File: src/rtl/rx_pattern_checker_pkg.sv
// Shared types, default parameters and seed helper for the receive pattern checker.
package rx_pattern_pkg;

  localparam int unsigned DEF_DATA_W    = 64;
  localparam int unsigned DEF_LANE_W    = 32;
  localparam int unsigned DEF_SEED_BASE = 1;
  localparam int unsigned DEF_STEP      = 2;
  localparam int unsigned DEF_LOCK_CNT  = 4;
  localparam int unsigned DEF_CNT_W     = 32;

  // Upper bound on beat width the seed helper can build.
  localparam int unsigned SEED_MAX_W = 1024;

  typedef enum logic {
    HUNT   = 1'b0,
    LOCKED = 1'b1
  } state_t;

  // Lane i of the returned vector holds base + i, truncated to lane_w bits.
  function automatic logic [SEED_MAX_W-1:0] seed_vec(input int unsigned data_w,
                                                     input int unsigned lane_w,
                                                     input int unsigned base);
    logic [SEED_MAX_W-1:0] v;
    logic [SEED_MAX_W-1:0] lane_mask;
    v         = '0;
    lane_mask = (SEED_MAX_W'(1) << lane_w) - SEED_MAX_W'(1);
    for (int unsigned i = 0; i < data_w / lane_w; i++) begin
      v = v | ((SEED_MAX_W'(base + i) & lane_mask) << (i * lane_w));
    end
    return v;
  endfunction

endpackage

File: src/rtl/rx_pattern_checker_lane_cmp.sv
// One counter lane: mismatch flag and next expected value (strict or follow).
module pattern_lane_cmp
  import rx_pattern_pkg::*;
#(
  parameter int unsigned LANE_W = DEF_LANE_W,
  parameter int unsigned STEP   = DEF_STEP
) (
  input  logic [LANE_W-1:0] rx_lane,
  input  logic [LANE_W-1:0] check_lane,
  input  logic              mode_follow,
  output logic              mism,
  output logic [LANE_W-1:0] next_lane
);

  localparam logic [LANE_W-1:0] STEP_L = LANE_W'(STEP);

  logic [LANE_W-1:0] base_lane;

  always_comb begin
    mism      = (rx_lane != check_lane);
    base_lane = mode_follow ? rx_lane : check_lane;
    // Sum is LANE_W wide, so a carry out of this lane is dropped here.
    next_lane = base_lane + STEP_L;
  end

endmodule

File: config.mk
export PLATFORM = sky130hd
export DESIGN_NAME = pattern_lane_cmp
export DESIGN_NICKNAME = d
export VERILOG_FILES = /design/src/rtl/rx_pattern_checker_pkg.sv /design/src/rtl/rx_pattern_checker_lane_cmp.sv
export SDC_FILE = /design/constraint.sdc
export NUM_CORES = 1
export LEC_CHECK = 0
export CAP_MARGIN = 20
export CELL_PAD_IN_SITES_DETAIL_PLACEMENT = 0
export CELL_PAD_IN_SITES_GLOBAL_PLACEMENT = 1
export CORE_MARGIN = 4
export CORE_UTILIZATION = 33
export DETAILED_ROUTE_END_ITERATION = 16
export DONT_BUFFER_PORTS = 1
export PLACE_DENSITY_LB_ADDON = 0.1
export SYNTH_ARGS = -nofsm -noshare
export SYNTH_HDL_FRONTEND = slang
export SYNTH_SLANG_ARGS = --single-unit
File: constraint.sdc
create_clock -name vclk -period 3.6
set_clock_uncertainty 0.15 [all_clocks]
set_input_delay 0.72 -clock vclk [all_inputs]
set_output_delay 0.72 -clock vclk [all_outputs]
set_load 0.005 [all_outputs]
### Word level (Yosys, flattened, before mapping)

Index checks and enable logic that the tools add are counted.

* $add $sub $neg: 1
* equality and inequality tests: 1
* multiplexer cells: 1

Operators by type and width (count)
* 32-bit by 2-bit adder with 32-bit output, second input constant: 1
* 32-bit two-way mux: 1
* 32-bit != test: 1

* register bits: 0
* input port bits: 65
* output and inout port bits: 33

### Logic depth before layout (Yosys ltp)

Gate-level depths: netlist of run 1.

* depth after elaboration: 2
* mapped depth: 12

### Least setup slack after synthesis of run 1

OpenSTA, ideal clock, no wires.

* path kind: input -> output
* start: input mode_follow
* end: output next_lane[31]
* data arrival time: 2.972 ns
* data required time: 2.730 ns
* path slack: -0.242 ns
* stages on the path: 12
* path buffers: 5
* path through: buf_6 > buf_8 > buf_2 > buf_2 > buf_2 > mux2_2 > ha_1 > nand4b_1 > a21oi_1 > nand4_1 > nor3_2 > xnor2_1

* word-level cells in the longest chain between the ends: 2

RTL lines
* start: declaration: line rx_pattern_checker_lane_cmp.sv:10 `input logic mode_follow,`
* 32-bit two-way mux: line rx_pattern_checker_lane_cmp.sv:21 `base_lane = mode_follow ? rx_lane : check_lane;`
* 32-bit by 2-bit adder with 32-bit output: line rx_pattern_checker_lane_cmp.sv:23 `next_lane = base_lane + STEP_L;`
* end: declaration: line rx_pattern_checker_lane_cmp.sv:12 `output logic [LANE_W-1:0] next_lane`

Every way passes these cells.

### Worst setup path in the final report of run 1

Same ends and word-level chain as after synthesis.

==> results of run 1 <==
area by class of cell:
class,count,area share
inverter,3,0.00641
timing repair buffer,3,0.0128
multi-input combinational,215,0.933
tap,67,0.0478
logic make-up (layout without fill, tap and decap cells):
kind of cell | count (synthesis) | in the layout | synth area share
adder cells (fa/ha/maj) | 1 | 1 | 0.00737
multiplexers | 24 | 24 | 0.146
buffers and inverters | 12 | 6 | 0.0465
AND/OR/NAND/NOR | 98 | 98 | 0.335
AO/OA/AOI/OAI | 31 | 31 | 0.150
XOR/XNOR | 61 | 61 | 0.315
routing by layer:
layer / up-vias / track usage / share of wire / routed length (um)
met1: 799 / 0.232 / 0.41 / 2480
met3: 0 / 0.0598 / 0.12 / 745
li1: 832 / - / - / -
met5: - / 0 / 0 / 0
met4: 0 / 0.00344 / 0 / 0
met2: 83 / 0.306 / 0.46 / 2760
through the flow:
stage	total power [uW]	cells	cell area, um^2	setup slack, ps
floorplan	144	227	1730	25.5
global placement	153	288	1760	457
detailed placement	152	288	1760	422
CTS	153	288	1760	421
global route	166	288	1760	205
finish	150	288	1760	422
layout by cell type, fill, tap and decap left out, types with 7 or more instances in the layout:
master,instances
a21oi_1,9
nand2_1,20
nor2_1,7
xnor2_1,51
nand3b_1,10
nand4_1,17
xor2_1,10
nor2b_1,9
nand3_1,18
mux2i_1,18
worst paths after layout:
path,start,endpoint,slack (ps),depth (start not counted)
max,mode_follow,next_lane[31],420,8
min,check_lane[1],next_lane[1],1370,1
power by group through the flow:
stage                     combinational, uW  clock [uW]  sequential [uW]
after global routing                    166           0                0
after detailed placement                152           0                0
final                                   150           0                0
after CTS                               153           0                0
after floorplan                         144           0                0
after global placement                  153           0                0
==> results.json, run 1 <==
{
  "wl_per_cell_um": 20.8,
  "drive_gt1_frac": 0.0814,
  "status": "completed",
  "fillers": 542,
  "min_period_ps": 3180,
  "fp.dieH_um": 79.7,
  "vias": 1714,
  "cts_hold_buf": 0,
  "antenna_left": 0,
  "cp-end-kind": "output pin",
  "areaGrowthSynthToFinish_pct": 3.47,
  "seq_cells": 0,
  "drv_cap": 0,
  "switchingPower_uw": 69.9,
  "critical_path_required_ps": 2730,
  "p_int_uw": 80.5,
  "grt_pass1_wl_um": 9160,
  "synthTopCellsByCount": "51 x xnor2_1, 20 x nand2_1, 18 x mux2i_1, 18 x nand3_1, 17 x nand4_1",
  "firstDrtPassIters": 4,
  "crit_chain": "mux2i_1 > inv_1 > ha_4 > nand4_1 > a21oi_2 > nand4_1 > nor3_2 > xnor2_1",
  "power_leakage_uw": 0.000487,
  "slew_headroom": 0.706,
  "synth_nets": 293,
  "seqCellArea_um2": 0,
  "post_cts_buffers": 0,
  "avgSynthCellArea_um2": 7.47,
  "synthCells": 227,
  "portBuffers": 0,
  "start_kind": "input port",
  "antenna_cells": 0,
  "p_per_area_mw_per_mm2": 85.6,
  "max_freq_ghz": 0.315,
  "core_area_mm2": 0.00485,
  "rsz0062_at_grt": "false",
  "pwr-share-seq": 0,
  "cp_slowest_cell": "nand4_1",
  "clkPwrFrac": 0,
  "dieWidth_um": 79.7,
  "multi_input_area_mm2": 0.00164,
  "synth_area_mm2": 0.00170,
  "hold_viol_final": 0,
  "drc": 0,
  "ios": 98,
  "hpwl_um": 5030,
  "whs_ps": 1370,
  "dieArea_mm2": 0.00635,
  "vias_per_cell": 5.95,
  "crit_top_cell": "nand4_1",
  "cp_slowest_stage_delay_ps": 290,
  "grt_usage": 0.180,
  "switching_share": 0.465,
  "ys_types": 35,
  "crit_arrival_ps": 2310,
  "crit_family": "simple AND/OR/NAND/NOR gates",
  "initialDrtViolationCount": 101,
  "synth_area_leaders": "xnor2_1 26%, mux2i_1 11%, nand4_1 6.3%, nand3_1 5.3%, xor2_1 5.2%",
  "grt_max_degree": 83,
  "synth.top_cell.area_share": 0.263,
  "ctsResizeCount": 0,
  "min_path_type": "in2out",
  "fin_nets": 289,
  "worst_pin_slew_ps": 437,
  "post-synth-top-count-cell": "xnor2_1",
  "cp_num_buf_inv": 1,
  "final_util": 0.362,
  "routed_wl_um": 5980,
  "yosys.area.top_type": "xnor2_1",
  "maxSlewViolCount": 0,
  "grt_pass1_vias": 1759,
  "finalSetupViolations": 0,
  "overflow": 0,
  "start_util": 0.350,
  "min_period_over_period": 0.883,
  "yosys_warnings": 0,
  "antenna_found_initial": 0,
  "p_comb_frac": 1.000,
  "clkbuf_count": 0,
  "vdd_ir_drop_max_mv": 0.0268,
  "critPathMaxFanout": 82,
  "crit_type": "in2out",
  "tns_ps": 0,
  "ys_seq_area_frac": 0,
  "floorplan.rows": 25,
  "globalplace.congestion": 0.866
}
Note: power is estimated with default switching activity, not from simulation.
==> run 2: changes to the inputs <==
REMOVE_ABC_BUFFERS = 1   (was default)
==> run 2 against run 1 <==
  * Utilization fell by 0.41 points
  * First-iteration DRC count fell by 7.9%
  * Hold slack got worse by 2.8 ps
  * Maximum frequency fell by 1.8%
  * Final cell count did not move
  * Highest routed layer is now met4
  * Largest cell class unchanged
  * Die area did not move
==> results.json, run 2 (synthesis gave the netlist of run 1 again) <==
{
  "status": "completed",
  "dieArea_mm2": 0.00635,
  "fp.dieH_um": 79.7,
  "crit_arrival_ps": 2370,
  "worst_pin_slew_ps": 514,
  "min_period_over_period": 0.899,
  "holdPathStages": 1,
  "drv_cap": 0,
  "placed_area_mm2": 0.00174,
  "clkbuf_count": 0,
  "ctsResizeCount": 0,
  "areaGrowthSynthToFinish_pct": 2.29,
  "finalSetupViolations": 0,
  "seq_cells": 0,
  "hpwl_um": 4790,
  "firstDrtPassIters": 4,
  "final_cell_mix": "51 x xnor2_1, 20 x nand2_1, 18 x mux2i_1, 18 x nand3_1, 17 x nand4_1",
  "cp_slowest_stage_delay_ps": 320,
  "routed_wl_um": 5690,
  "grt_usage": 0.167,
  "min_to": "next_lane[7]",
  "antenna_cells": 0,
  "fin_area_mm2": 0.00174,
  "post_cts_buffers": 0,
  "rsz0062_at_grt": "false",
  "min_path_type": "in2out",
  "cp_slowest_cell": "nand4_1",
  "portBuffers": 0,
  "fin_ws_ps": 363,
  "p_int_uw": 78.7,
  "switching_share": 0.464,
  "grt_max_degree": 83,
  "globalplace.congestion": 0.781,
  "initialDrtViolationCount": 93,
  "p_per_area_mw_per_mm2": 84.7,
  "antenna_left": 0,
  "start_kind": "input port",
  "seqCellArea_um2": 0,
  "switchingPower_uw": 68.2,
  "min_period_ps": 3240,
  "power_leakage_uw": 0.000482,
  "drive_gt1_frac": 0.0724,
  "critical_path_required_ps": 2730,
  "start_util": 0.350,
  "crit_chain": "mux2i_1 > inv_1 > ha_1 > nand4b_1 > a21oi_1 > nand4_1 > nor2_1 > xnor2_1",
  "critPathMaxFanout": 82,
  "drc": 0,
  "wl_per_cell_um": 19.7,
  "grt_pass1_wl_um": 8600,
  "vias_per_cell": 5.91,
  "vias": 1701,
  "overflow": 0,
  "antenna_found_initial": 0,
  "hold_start": "mode_follow",
  "cp-startpoint": "mode_follow",
  "pre_cts_slack_ps": 354,
  "maxSlewViolCount": 0,
  "cp-end-kind": "output pin",
  "vdd_ir_drop_max_mv": 0.0258,
  "fin_nets": 289,
  "grt_pass1_vias": 1752,
  "tns_ps": 0,
  "hold_viol_final": 0,
  "p_comb_frac": 1.000,
  "pwr-share-seq": 0,
  "max_freq_ghz": 0.309,
  "cts_hold_buf": 0,
  "core_area_mm2": 0.00485,
  "ios": 98,
  "crit_type": "in2out",
  "dieWidth_um": 79.7,
  "clkPwrFrac": 0,
  "floorplan.rows": 25,
  "layout_commonest_cell": "xnor2_1",
  "slew_headroom": 0.657
}
## run 2: cell count changes in the layout (fill, tap and decap cells not counted)
cell,before,now
mux2_2,5,6
a21oi_2,1,0
ha_1,0,1
ha_4,1,0
mux2_4,1,0
a21oi_1,9,10
## run 2: cell type report
cell class / count / area (um^2)
fillers: 537 / 3110
repair buffers: 3 / 22.5
well taps: 67 / 83.8
inverters: 3 / 11.3
multi-input cells: 215 / 1620
## run 2: stage by stage
step | power, uW | hold slack [ps] | util | std cells
floorplan | 123 | 1350 | - | 218
global placement | 148 | 1370 | 0.358 | 288
detailed placement | 149 | 1380 | 0.358 | 288
CTS | 150 | 1380 | 0.358 | 288
global route | 162 | 1380 | 0.358 | 288
finish | 147 | 1370 | 0.358 | 288
## run 2: worst max path at each step
stage | endpoint | depth (start not counted) | slack, ps
3_3_place_gp | next_lane[31] | 8 | 390
2_1_floorplan | next_lane[31] | 8 | 530
4_1_cts | next_lane[23] | 8 | 350
5_1_grt | next_lane[31] | 8 | 160
6_report | next_lane[23] | 8 | 360
3_5_place_dp | next_lane[23] | 8 | 350
## run 2: layer usage
metal  vias to the layer above  share of wire  GRT usage
met5                         -              0          0
met4                         0         0.0042    0.00687
met3                         2          0.095     0.0429
met2                        71           0.50      0.303
met1                       791           0.40      0.207
li1                        837              -          -
## run 2: worst max-delay path: cells and delay by family
family	cells	cell delay, ps
adder cells (fa/ha/maj)	1	220
AO/OA/AOI/OAI	1	310
AND/OR/NAND/NOR	3	670
buffers and inverters	1	120
XOR/XNOR	1	170
multiplexers	1	150
## run 2: power groups by stage
| stage | sequential (uW) | combinational, uW | clock, uW |
|---|---|---|---|
| final | 0 | 147 | 0 |
| after detailed placement | 0 | 149 | 0 |
| after floorplan | 0 | 123 | 0 |
| after global routing | 0 | 162 | 0 |
| after CTS | 0 | 150 | 0 |
| after global placement | 0 | 148 | 0 |
